## config.mk

```make
export PLATFORM = sky130hd
export DESIGN_NAME = popcnt_sequencer_flat
export DESIGN_NICKNAME = d
export VERILOG_FILES = /design/src/rtl/popcnt_pkg.sv /design/src/rtl/popcnt_sequencer_if.sv /design/src/rtl/fifteen_sorter.sv /design/src/rtl/thermo15_to_bin.sv /design/src/rtl/popcnt_sequencer.sv /design/src/flat_wrapper.sv
export SDC_FILE = /design/constraint.sdc
export NUM_CORES = 1
export LEC_CHECK = 0
export BUFFER_PORTS_ARGS = -buffer_cell sky130_fd_sc_hd__clkbuf_2
export CORE_ASPECT_RATIO = 0.8
export CORE_MARGIN = 5
export CORE_UTILIZATION = 30
export DETAILED_ROUTE_END_ITERATION = 6
export SYNTH_ARGS = -nofsm -noshare
export SYNTH_HDL_FRONTEND = slang
export SYNTH_SLANG_ARGS = --single-unit
export TNS_END_PERCENT = 10
```

## constraint.sdc

```tcl
create_clock -name clk -period 7.7 [get_ports clk]
set_input_delay 0.77 -clock clk [delete_from_list [all_inputs] [get_ports clk]]
set_output_delay 0.77 -clock clk [all_outputs]
set_load 0.02 [all_outputs]
```

## src/rtl/popcnt_pkg.sv

```systemverilog
// popcnt_pkg: shared constants, FSM state type and width helpers
// for popcnt_sequencer. Optional DRAIN state: POPCNT_SORTER_PIPE_EN.
package popcnt_pkg;

  localparam int SORTER_W = 15;

  typedef enum logic [1:0] {
    IDLE  = 2'd0,
    RUN   = 2'd1,
`ifdef POPCNT_SORTER_PIPE_EN
    DRAIN = 2'd2,
`endif
    DONE  = 2'd3
  } popcnt_state_t;

  function automatic int chunks(int data_w);
    return (data_w + SORTER_W - 1) / SORTER_W;
  endfunction

  function automatic int cnt_w(int data_w);
    return $clog2(data_w + 1);
  endfunction

endpackage

```

## src/rtl/popcnt_sequencer_if.sv

```systemverilog
// popcnt_sequencer_if: valid/ready word in, count out, busy flag.
// master = producer/consumer side, slave = popcnt_sequencer.
interface popcnt_sequencer_if
  import popcnt_pkg::*;
#(
  parameter int DATA_W = 60
);
  localparam int CNT_W = cnt_w(DATA_W);

  logic              in_valid;
  logic              in_ready;
  logic [DATA_W-1:0] in_data;
  logic              out_valid;
  logic              out_ready;
  logic [CNT_W-1:0]  out_count;
  logic              busy;

  modport master (
    output in_valid, in_data, out_ready,
    input  in_ready, out_valid, out_count, busy
  );

  modport slave (
    input  in_valid, in_data, out_ready,
    output in_ready, out_valid, out_count, busy
  );
endinterface

```

## src/rtl/fifteen_sorter.sv

```systemverilog
// fifteen_sorter: 15-input bit sorter, ascending (out1 lowest).
// Ports: in1..in15 unsorted bits, out1..out15 sorted bits.
module fifteen_sorter (
  input  logic in1,  in2,  in3,  in4,  in5,
  input  logic in6,  in7,  in8,  in9,  in10,
  input  logic in11, in12, in13, in14, in15,
  output logic out1,  out2,  out3,  out4,  out5,
  output logic out6,  out7,  out8,  out9,  out10,
  output logic out11, out12, out13, out14, out15
);
  logic [14:0] v;
  logic        t;

  // Bubble network of compare-exchange cells: AND low, OR high.
  always_comb begin
    t = 1'b0;
    v = {in15, in14, in13, in12, in11, in10, in9, in8,
         in7, in6, in5, in4, in3, in2, in1};
    for (int i = 0; i < 14; i++) begin
      for (int j = 0; j < 14 - i; j++) begin
        t      = v[j];
        v[j]   = t & v[j+1];
        v[j+1] = t | v[j+1];
      end
    end
  end

  assign {out15, out14, out13, out12, out11, out10, out9, out8,
          out7, out6, out5, out4, out3, out2, out1} = v;
endmodule

```

## src/rtl/thermo15_to_bin.sv

```systemverilog
// thermo15_to_bin: ascending 15-bit thermometer to 4-bit count.
// Ports: thermo (bit 0 = out1), bin (0..15). Combinational.
module thermo15_to_bin (
  input  logic [14:0] thermo,
  output logic [3:0]  bin
);
  always_comb begin
    bin = '0;
    for (int i = 0; i < 15; i++) begin
      bin = bin + {3'b000, thermo[i]};
    end
  end
endmodule

```

## src/rtl/popcnt_sequencer.sv

```systemverilog
// popcnt_sequencer: multi-cycle popcount, one 15-bit slice per cycle.
// Ports: clk, rst (sync, active-high), bus (slave). Macro: POPCNT_SORTER_PIPE_EN.
module popcnt_sequencer
  import popcnt_pkg::*;
#(
  parameter int DATA_W = 60
) (
  input logic               clk,
  input logic               rst,
  popcnt_sequencer_if.slave bus
);
  localparam int CHUNKS = chunks(DATA_W);
  localparam int CNT_W  = cnt_w(DATA_W);
  localparam int PAD_W  = CHUNKS * SORTER_W;
  localparam int IDX_W  = (CHUNKS > 1) ? $clog2(CHUNKS) : 1;

  popcnt_state_t       state;
  logic [PAD_W-1:0]    word;
  logic [IDX_W-1:0]    idx;
  logic [CNT_W-1:0]    acc;
  logic                rdy;
  logic [SORTER_W-1:0] sorted;
  logic [3:0]          slice_cnt;
  logic [3:0]          add_cnt;
  logic [CNT_W-1:0]    sum;
  logic                last;

  // Word shifts right each RUN cycle, so the live slice is word[14:0].
  fifteen_sorter u_sort (
    .in1  (word[0]),  .in2  (word[1]),  .in3  (word[2]),
    .in4  (word[3]),  .in5  (word[4]),  .in6  (word[5]),
    .in7  (word[6]),  .in8  (word[7]),  .in9  (word[8]),
    .in10 (word[9]),  .in11 (word[10]), .in12 (word[11]),
    .in13 (word[12]), .in14 (word[13]), .in15 (word[14]),
    .out1 (sorted[0]),  .out2 (sorted[1]),  .out3 (sorted[2]),
    .out4 (sorted[3]),  .out5 (sorted[4]),  .out6 (sorted[5]),
    .out7 (sorted[6]),  .out8 (sorted[7]),  .out9 (sorted[8]),
    .out10(sorted[9]),  .out11(sorted[10]), .out12(sorted[11]),
    .out13(sorted[12]), .out14(sorted[13]), .out15(sorted[14])
  );

  thermo15_to_bin u_thermo (
    .thermo(sorted),
    .bin   (slice_cnt)
  );

`ifdef POPCNT_SORTER_PIPE_EN
  logic [3:0] pipe;
  assign add_cnt = pipe;
`else
  assign add_cnt = slice_cnt;
`endif

  // Slice counts never exceed the ones present, so no overflow.
  assign sum  = acc + CNT_W'(add_cnt);
  assign last = (idx == IDX_W'(CHUNKS - 1));

  assign bus.in_ready = rdy & ~rst;

  always_ff @(posedge clk) begin
    if (rst) begin
      state         <= IDLE;
      word          <= '0;
      idx           <= '0;
      acc           <= '0;
      rdy           <= 1'b1;
      bus.busy      <= 1'b0;
      bus.out_valid <= 1'b0;
      bus.out_count <= '0;
`ifdef POPCNT_SORTER_PIPE_EN
      pipe          <= '0;
`endif
    end else begin
      unique case (state)
        IDLE: begin
          if (bus.in_valid) begin
            word     <= PAD_W'(bus.in_data);
            acc      <= '0;
            idx      <= '0;
            rdy      <= 1'b0;
            bus.busy <= 1'b1;
            state    <= RUN;
`ifdef POPCNT_SORTER_PIPE_EN
            pipe     <= '0;
`endif
          end
        end
        RUN: begin
          acc  <= sum;
          word <= word >> SORTER_W;
          idx  <= idx + IDX_W'(1);
`ifdef POPCNT_SORTER_PIPE_EN
          pipe <= slice_cnt;
          if (last) state <= DRAIN;
`else
          if (last) begin
            state         <= DONE;
            bus.busy      <= 1'b0;
            bus.out_valid <= 1'b1;
            bus.out_count <= sum;
          end
`endif
        end
`ifdef POPCNT_SORTER_PIPE_EN
        DRAIN: begin
          acc           <= sum;
          state         <= DONE;
          bus.busy      <= 1'b0;
          bus.out_valid <= 1'b1;
          bus.out_count <= sum;
        end
`endif
        DONE: begin
          if (bus.out_ready) begin
            bus.out_valid <= 1'b0;
            rdy           <= 1'b1;
            state         <= IDLE;
          end
        end
        default: state <= IDLE;
      endcase
    end
  end
endmodule
```

## src/flat_wrapper.sv

```systemverilog
// flat-port wrapper written by rule: the top's interface ports become plain ports
module popcnt_sequencer_flat import popcnt_pkg::*;
#(
  parameter int DATA_W = 60
)
  (clk, rst, bus_in_valid, bus_in_data, bus_out_ready, bus_in_ready, bus_out_valid, bus_out_count, bus_busy);
  popcnt_sequencer_if #(.DATA_W(DATA_W)) bus_i ();
  input logic clk;
  input logic rst;
  input wire logic [$bits(bus_i.in_valid)-1:0] bus_in_valid;
  input wire logic [$bits(bus_i.in_data)-1:0] bus_in_data;
  input wire logic [$bits(bus_i.out_ready)-1:0] bus_out_ready;
  output wire logic [$bits(bus_i.in_ready)-1:0] bus_in_ready;
  output wire logic [$bits(bus_i.out_valid)-1:0] bus_out_valid;
  output wire logic [$bits(bus_i.out_count)-1:0] bus_out_count;
  output wire logic [$bits(bus_i.busy)-1:0] bus_busy;
  assign bus_i.in_valid = bus_in_valid;
  assign bus_i.in_data = bus_in_data;
  assign bus_i.out_ready = bus_out_ready;
  assign bus_in_ready = bus_i.in_ready;
  assign bus_out_valid = bus_i.out_valid;
  assign bus_out_count = bus_i.out_count;
  assign bus_busy = bus_i.busy;
  popcnt_sequencer #(.DATA_W(DATA_W)) u_core (.clk(clk), .rst(rst), .bus(bus_i));
endmodule
```

==> qor.yml, run 1 <==
criticalPathCategory: "reg -> reg"
wl_um: 13490
fmax_mhz: 137.6
finalSetupViolCount: 0
fin_skew_ns: 0.01202
num_antenna_cells: 0
setup_slack_ns: 0.4321
maxSlewViolCount: 0
start_util_pct: 30.60
yosysWarnings: 0
cellPowerDensity_nw_per_um2: 223.6
die_height_um: 126.2
drc: 0
whs_endpoint: "u_core.bus.out_count[1]"
power.leakage_nw: 2.331
synth_simple_gate_area_share_pct: 24.62
ys_seq_elements: 79
area_growth_pct: 16.89
antenna_found_initial: 0
root_buffer: "clkbuf_16"
clk_pin_slew_worst_paths_ns: 0.06
cp.required_ns: 7.89
synth_top_area_share_pct: 31.22
netlist_instances: 666
vias: 4879
clk_path_buf_depth: 2
worst_pin_slew_ns: 1.100
reg2reg_slack_ns: 0.43
post-route-period-util_pct: 94.39
finalHoldViolations: 0
rows: 42
ios: 73
worstHoldStart: "u_core.bus.out_count[1]"
numCtsBuffers: 9
place_hpwl_um: 9636
r2r-start: "u_core.word[5]"
slew_headroom_pct: 26.43
hp-class: "reg -> reg"
muxShareOfSynthArea_pct: 0
layout.nets: 795
async_reset_ff_share_pct: 0
fin_util_pct: 35.77
drv_cap: 0
yosys.cell_count.top_type: "nand2_1"
hold_buffers: 0
synth-xor-area-share_pct: 0.6915
fin_crit_ns: 7.268
gr-usage-all-layers_pct: 13.74
drtAntennaViolNets: 0
die_x_um: 155.3
synth_fa_ha_area_share_pct: 8.051
crit_arrival_ns: 7.45
coreArea_um2: 16550
grt.overflow.total: 0
synth.area.top_cells: "dfxtp_1 31%, nand2_1 9.3%, a311oi_1 7.8%, nor2_1 7.4%, fa_1 4.3%"
wl_per_cell_um: 14.42
finalSetupTns_ns: 0
grt_max_degree: 91
gp_congestion: 0.8298
yosys.area.top_type: "dfxtp_1"
syn_area_um2: 5066
place_ws_ns: 0.4298
dieArea_um2: 19600
cp-end-kind: "register"
first_pass_iters: 5
whs_path_depth: 2
synth_nets: 751
total_power_mw: 1.324
drive_gt1_share_pct: 18.88
grt_pass1_vias: 4490
synth_commonest_cells: "126 x nand2_1, 100 x nor2_1, 79 x dfxtp_1, 45 x a311oi_1, 42 x a21oi_1"
start_kind: "register"
hold-worst-slack_ns: 0.4588
synth_seq_area_share_pct: 31.22
grt_first_pass_wirelength_um: 22820
cts-htree-levels: 3
ys.flop_type: "dfxtp_1"
port_buffers: 72
critPathMaxFanout: 10
peakVddDrop_uv: 123.2
detail_route.vias_per_cell: 5.218
first_iter_violations: 373
status: "finished, final reports clean"
clock-sinks: 79
cts_tree: "done"
worstSkewPairLatency_ns: 0.34
synth-edff-count: 0
synth.distinct_cells: 72
synth_compound_area_share_pct: 30.18
avgSynthCellArea_um2: 7.607
r2r_end: "u_core.acc[4]"
rr_worst_depth: 25
synth_top_family_by_area: "compound AO/OA/AOI/OAI gates"
## cell families (layout without fill, tap and decap cells)
kind of cell / after synthesis / after routing
AND/OR/NAND/NOR: 285 / 285
AO/OA/AOI/OAI: 203 / 203
flip-flops: 79 / 79
buffers and inverters: 68 / 117
adder cells (fa/ha/maj): 27 / 27
XOR/XNOR: 4 / 4
## layer usage
| layer | global-route usage [%] | wire [um] |
|---|---|---|
| met1 | 21.83 | 7173 |
| met2 | 18.99 | 5494 |
| met3 | 3.292 | 751 |
| met4 | 1.853 | 67 |
| met5 | 0 | 0 |
## critical path: stages (launching register included)
cell       delay [ns]
dfxtp_1          0.45
maj3_2           0.36
o21ai_0          0.14
a31oi_2          0.43
o21ai_1          0.25
a21oi_4          0.38
nand3_1          0.17
a221oi_1         0.43
a2111oi_4        0.08
buf_4            0.18
o211ai_1         0.33
nor3_2           0.09
nor3_2           0.27
nand3_1          0.15
fa_1             0.52
fa_1             0.52
fa_1             0.51
fa_1             0.54
inv_1            0.04
ha_1             0.22
fa_1             0.41
a21o_1           0.17
a21oi_1          0.16
xnor2_1          0.10
a22oi_1          0.16
nor2_1           0.07
## per-stage QoR
| stage | instances | cell area (um^2) |
|---|---|---|
| after floorplan | 666 | 5066 |
| after CTS | 934 | 5889 |
| after global routing | 935 | 5922 |
| after detailed placement | 918 | 5585 |
| final | 935 | 5922 |
| after global placement | 918 | 5585 |
## placed cells by master (no fill, tap or decap), types with 3 or more instances in the layout
master,n
nand2_1,126
nor2_1,99
dfxtp_1,78
clkbuf_2,72
a311oi_1,45
a21oi_1,41
a22oi_1,24
inv_1,21
o21ai_0,19
fa_1,11
o21ai_1,10
ha_1,10
nand3_1,9
clkbuf_16,9
or2_2,8
buf_4,8
o31ai_1,7
a21o_1,7
nor3_1,6
or3_1,5
and3_1,4
nor4_1,4
maj3_1,4
a31oi_1,3
a21oi_2,3
a211oi_1,3
and2_1,3
o211ai_1,3
nand2b_1,3
xnor2_1,3
## timing repair
| item | 4_1_cts | 5_1_grt |
|---|---|---|
| gates resized for setup | 0 | 6 |
| buffers inserted | 0 | 1 |
| setup endpoints to repair | 0 | 4 |
## how the worst max path moves through the flow
stage / from / to / slack [ns] / depth (start not counted)
finish: u_core.word[5] / u_core.acc[4] / 0.43 / 25
global route: u_core.word[3] / u_core.bus.out_count[4] / -0.007 / 25
CTS: u_core.word[2] / u_core.acc[4] / 0.39 / 24
detailed placement: u_core.word[2] / u_core.acc[4] / 0.43 / 24
global placement: u_core.word[7] / u_core.acc[4] / 0.46 / 24
floorplan: u_core.word[2] / u_core.acc[4] / 0.97 / 24
## where the power goes
part	internal (mW)	switching, mW
logic	0.167	0.245
clock network	0.257	0.183
registers	0.442	0.0312
## layout make-up
class                   instances  area [um^2]
flip-flops and latches         79         1583
repair buffers                 80        420.4
well taps                     220        275.3
clock inverters                 6        75.07
clock buffers                  10        229.0
multi-input cells             519         3261
fillers                      1780        10630
inverters                      21        78.83
## registers in the layout, indices dropped and copies added (netlist names)
name and count:
u_core.acc 6, u_core.bus.busy 1, u_core.bus.out_valid 1, u_core.idx 2, u_core.word 60, u_core.state 2
u_core.bus.out_count 6, u_core.rdy 1
No activity file was read; power rests on OpenSTA's default activity.
==> run 2, diff against run 1 <==
- PLACE_DENSITY: default -> 0.51
==> run 2 against run 1 <==
Compared with the run above:
- non-clock buffer count unchanged
- final area increased by 0.57%
- maximum frequency increased by 0.26%
- setup slack improved by 0.019 ns
- clock-buffer cell count decreased by 1
- largest power group unchanged
- global-route usage increased by 0.44 points
- clock power increased by 7.1%
- routed wire length increased by 2.7%
- register-to-register slack improved by 0.02 ns
- critical path type unchanged
- sequential power about the same
- power increased by 4.3%
- highest routed layer unchanged
- via count about the same
==> qor.yml, run 2 (synthesis results as in run 1) <==
layout.nets: 795
post-route-period-util_pct: 94.14
clock-sinks: 79
drv_cap: 0
antenna_found_initial: 0
crit_top_cell: "fa_1"
grt_max_degree: 91
status: "finished, final reports clean"
rr_worst_depth: 25
numCtsBuffers: 9
place_hpwl_um: 10140
gr-usage-all-layers_pct: 14.19
fmax_mhz: 138.0
drc: 0
cts_tree: "done"
finalSetupViolCount: 0
drive_gt1_share_pct: 19.02
start_util_pct: 30.60
path_delay_family: "adder cells"
mostFrequentLayoutCell: "nand2_1"
nFillCells: 1754
r2r-start: "u_core.word[2]"
fin_crit_ns: 7.249
wl_um: 13850
top_register: "u_core.word"
finalHoldViolations: 0
cts-htree-levels: 3
multi_input_area_um2: 3269
seq_area_um2: 1583
clk_path_buf_depth: 2
worstSetupStartpoint: "u_core.word[2]"
total_power_mw: 1.382
first_pass_iters: 6
slowest_stage: "or4_4"
dieArea_um2: 19600
cp.depth: 25
cp.required_ns: 7.89
rows: 42
cp-end-kind: "register"
top_regs: "u_core.word (60), u_core.acc (6), u_core.bus.out_count (6)"
finalSetupTns_ns: 0
r2r_end: "u_core.acc[4]"
num_antenna_cells: 0
cellPowerDensity_nw_per_um2: 232.0
grt_first_pass_wirelength_um: 23590
grt_pass1_vias: 4703
detail_route.vias_per_cell: 5.221
port_buffers: 72
final_area_um2: 5956
vias: 4882
first_iter_violations: 272
peakVddDrop_uv: 115.2
slew_headroom_pct: 26.49
critPathMaxFanout: 12
largest_reg_flops: 60
hp-class: "reg -> reg"
coreArea_um2: 16550
final_cell_mix: "126 x nand2_1, 99 x nor2_1, 78 x dfxtp_1, 72 x clkbuf_2, 45 x a311oi_1"
grt.overflow.total: 0
placement.cell_area_um2: 5578
critPathBufInv: 2
reg2reg_slack_ns: 0.45
gp_congestion: 0.8165
worst_pin_slew_ns: 1.099
maxSlewViolCount: 0
area_growth_pct: 17.56
die_height_um: 126.2
die_x_um: 155.3
wl_per_cell_um: 14.81
root_buffer: "clkbuf_16"
cpPeakStageDelay_ns: 0.65
drtAntennaViolNets: 0
critPathCapture: "u_core.acc[4]"
ios: 73
fin_skew_ns: 0.009930
criticalPathCategory: "reg -> reg"
dp_cells: 917
worstSkewPairLatency_ns: 0.34
power.leakage_nw: 2.345
start_kind: "register"
clk_pin_slew_worst_paths_ns: 0.07
crit_arrival_ns: 7.44
instances_no_fill: 935
==> run 2: changes by cell type in the layout (fill, tap and decap cells not counted), sizes merged <==
cell    before  now
bufinv       1    2
clkbuf      82   81
==> run 2: repair_timing <==
item,CTS,global route
hold buffers,0,0
setup buffers,0,2
gates resized for setup,0,7
setup endpoints to repair,0,8
==> run 2: where the power goes <==
group / switching (mW) / internal [mW] / leakage (nW)
clock: 0.181 / 0.289 / 0.160
combinational: 0.264 / 0.173 / 1.53
sequential: 0.0327 / 0.442 / 0.652
total: 0.478 / 0.904 / 2.35
==> run 2: how the worst min path moves through the flow <==
stage,start,endpoint,slack [ns],cells after the start
global placement,u_core.bus.out_count[3],u_core.bus.out_count[3],0.45,2
floorplan,u_core.word[45],u_core.word[30],0.45,2
detailed placement,u_core.bus.out_count[2],u_core.bus.out_count[2],0.46,2
CTS,u_core.bus.out_count[1],u_core.bus.out_count[1],0.47,2
global route,u_core.bus.out_count[2],u_core.bus.out_count[2],0.49,2
finish,u_core.bus.out_count[5],u_core.bus.out_count[5],0.47,2
==> run 2: layout make-up <==
class | count | area share [%]
clock inverters | 7 | 1.744
well taps | 220 | 4.622
inverters | 21 | 1.324
multi-input cells | 519 | 54.90
clock buffers | 9 | 3.782
flip-flops and latches | 79 | 26.58
repair buffers | 80 | 7.059
==> run 2: per-stage QoR <==
| stage | setup slack [ns] | hold WS (ns) | util, % |
|---|---|---|---|
| floorplan | 0.9725 | 0.4545 | - |
| global placement | 0.2873 | 0.4524 | 33.70 |
| detailed placement | 0.2750 | 0.4557 | 33.70 |
| CTS | 0.2660 | 0.4660 | 35.68 |
| global route | -0.0008260 | 0.4904 | 35.98 |
| finish | 0.4511 | 0.4668 | 35.98 |
==> run 2: per-layer routing <==
metal	global-route usage [%]	up-vias	part of all wire, %
met5	0	-	0
met1	21.64	2271	53
met4	1.595	0	0.38
met2	21.01	111	42
li1	-	2495	-
met3	3.189	5	4.5
==> run 2: tightest hold or removal path, cell delays in order, from the launching register on <==
cell	delay (ns)
dfxtp_1	0.31
nand2_1	0.05
a21oi_1	0.06
==> run 3, diff against run 2 <==
- CORE_MARGIN: 5 -> 1.5
==> run 3 against run 2 <==
Compared with the run above:
- critical endpoint unchanged
- power is 3.9% lower
- largest power group unchanged
- routed wire length is 0.38% higher
- register-to-register slack worse by 0.06 ns
- clock power is 15% lower
- flip-flop and latch count stayed put
- via count is 2.8% higher
- die area is 9.8% lower
- critical path depth stayed put
- setup slack worse by 0.058 ns
==> qor.yml, run 3 (synthesis results as in run 1) <==
finalSetupViolCount: 0
grt_first_pass_wirelength_um: 23020
maxSlewViolCount: 0
cp-end-kind: "register"
finalHoldViolations: 0
clk_path_buf_depth: 2
place_hpwl_um: 9816
detail_route.vias_per_cell: 5.318
status: "finished, final reports clean"
numCtsBuffers: 9
cpPeakStageDelay_ns: 0.62
first_iter_violations: 453
grt_pass1_vias: 4587
cellPowerDensity_nw_per_um2: 221.2
fmax_mhz: 136.9
wl_per_cell_um: 14.72
root_buffer: "clkbuf_16"
peakVddDrop_uv: 130.3
top_regs: "u_core.word (60), u_core.acc (6), u_core.bus.out_count (6)"
vias: 5020
mostFrequentLayoutCell: "nand2_1"
top_register: "u_core.word"
power.leakage_nw: 2.371
slowest_stage: "or4_4"
rr_worst_depth: 25
antenna_found_initial: 0
layout.nets: 804
cts_tree: "done"
gp_congestion: 0.8215
final_cell_mix: "126 x nand2_1, 99 x nor2_1, 77 x dfxtp_1, 72 x clkbuf_2, 45 x a311oi_1"
wl_um: 13900
start_kind: "register"
dieArea_um2: 17680
total_power_mw: 1.328
criticalPathCategory: "reg -> reg"
fin_util_pct: 36.28
die_x_um: 148.3
drive_gt1_share_pct: 20.72
grt_max_degree: 91
cts-htree-levels: 3
gr-usage-all-layers_pct: 15.78
start_util_pct: 30.60
first_pass_iters: 6
port_buffers: 72
clock-sinks: 79
hp-class: "reg -> reg"
ios: 73
area_growth_pct: 18.55
cp.required_ns: 7.89
crit_arrival_ns: 7.50
slew_headroom_pct: 30.01
worst_pin_slew_ns: 1.046
die_height_um: 119.2
grt.overflow.total: 0
coreArea_um2: 16550
fin_skew_ns: 0.01256
largest_reg_flops: 60
fin_crit_ns: 7.307
critPathMaxFanout: 8
crit_top_cell: "fa_1"
drtAntennaViolNets: 0
num_antenna_cells: 0
rows: 42
hold_buffers: 0
worstSkewPairLatency_ns: 0.33
nFillCells: 1761
clk_pin_slew_worst_paths_ns: 0.07
drv_cap: 0
drc: 0
post-route-period-util_pct: 94.90
whs_path_depth: 2
## run 3: worst paths after layout
path / slack [ns] / to / from
setup / recovery: 0.39 / u_core.acc[4] / u_core.word[5]
hold / removal: 0.46 / u_core.bus.out_count[5] / u_core.bus.out_count[5]
setup reg to reg: 0.39 / u_core.acc[4] / u_core.word[5]
hold reg to reg: 0.46 / u_core.bus.out_count[5] / u_core.bus.out_count[5]
## run 3: stage by stage
| step | setup TNS, ns | cells | area [um^2] | setup slack (ns) | hold WS [ns] |
|---|---|---|---|---|---|
| after floorplan | 0 | 666 | 5066 | 0.9725 | 0.4545 |
| after global placement | 0 | 917 | 5578 | 0.3116 | 0.4501 |
| after detailed placement | 0 | 917 | 5578 | 0.2569 | 0.4519 |
| after CTS | 0 | 933 | 5858 | 0.2165 | 0.4638 |
| after global routing | -0.02241 | 944 | 6006 | -0.02241 | 0.4847 |
| final | 0 | 944 | 6006 | 0.3928 | 0.4638 |
## run 3: metal layers
| metal | GRT usage (%) | vias to the layer above | routed length [um] |
|---|---|---|---|
| met1 | 23.81 | 2328 | 7098 |
| met2 | 23.07 | 159 | 5877 |
| met5 | 0 | - | 0 |
| li1 | - | 2514 | - |
| met3 | 3.065 | 19 | 768 |
| met4 | 3.218 | 0 | 154 |
## run 3: where the power goes
| group | leakage, nW | switching (mW) | internal (mW) |
|---|---|---|---|
| Combinational | 1.58 | 0.272 | 0.180 |
| Sequential | 0.652 | 0.0337 | 0.442 |
| Clock | 0.138 | 0.178 | 0.222 |
## run 3: what timing repair did
item,CTS,global route
gates resized for setup,0,15
buffers inserted,0,10
endpoints found under the setup margin,0,9
## run 3: layout make-up
class	count	area, um^2	area share, %
Clock buffer	9	225.2	3.750
Clock inverter	7	55.05	0.9167
Inverter	21	78.83	1.312
Multi-Input combinational cell	520	3307	55.06
Sequential cell	79	1584	26.38
Tap cell	220	275.3	4.583
Timing Repair Buffer	88	480.5	8.000
## run 3: worst max-delay path, delay by kind of cell, from the launching register on
kind,cells,cell delay (ns)
compound gates,9,1.77
xor+xnor,1,0.11
fa+ha+maj,7,3.05
buf+inv,3,0.42
flops,1,0.39
simple gates,5,1.43
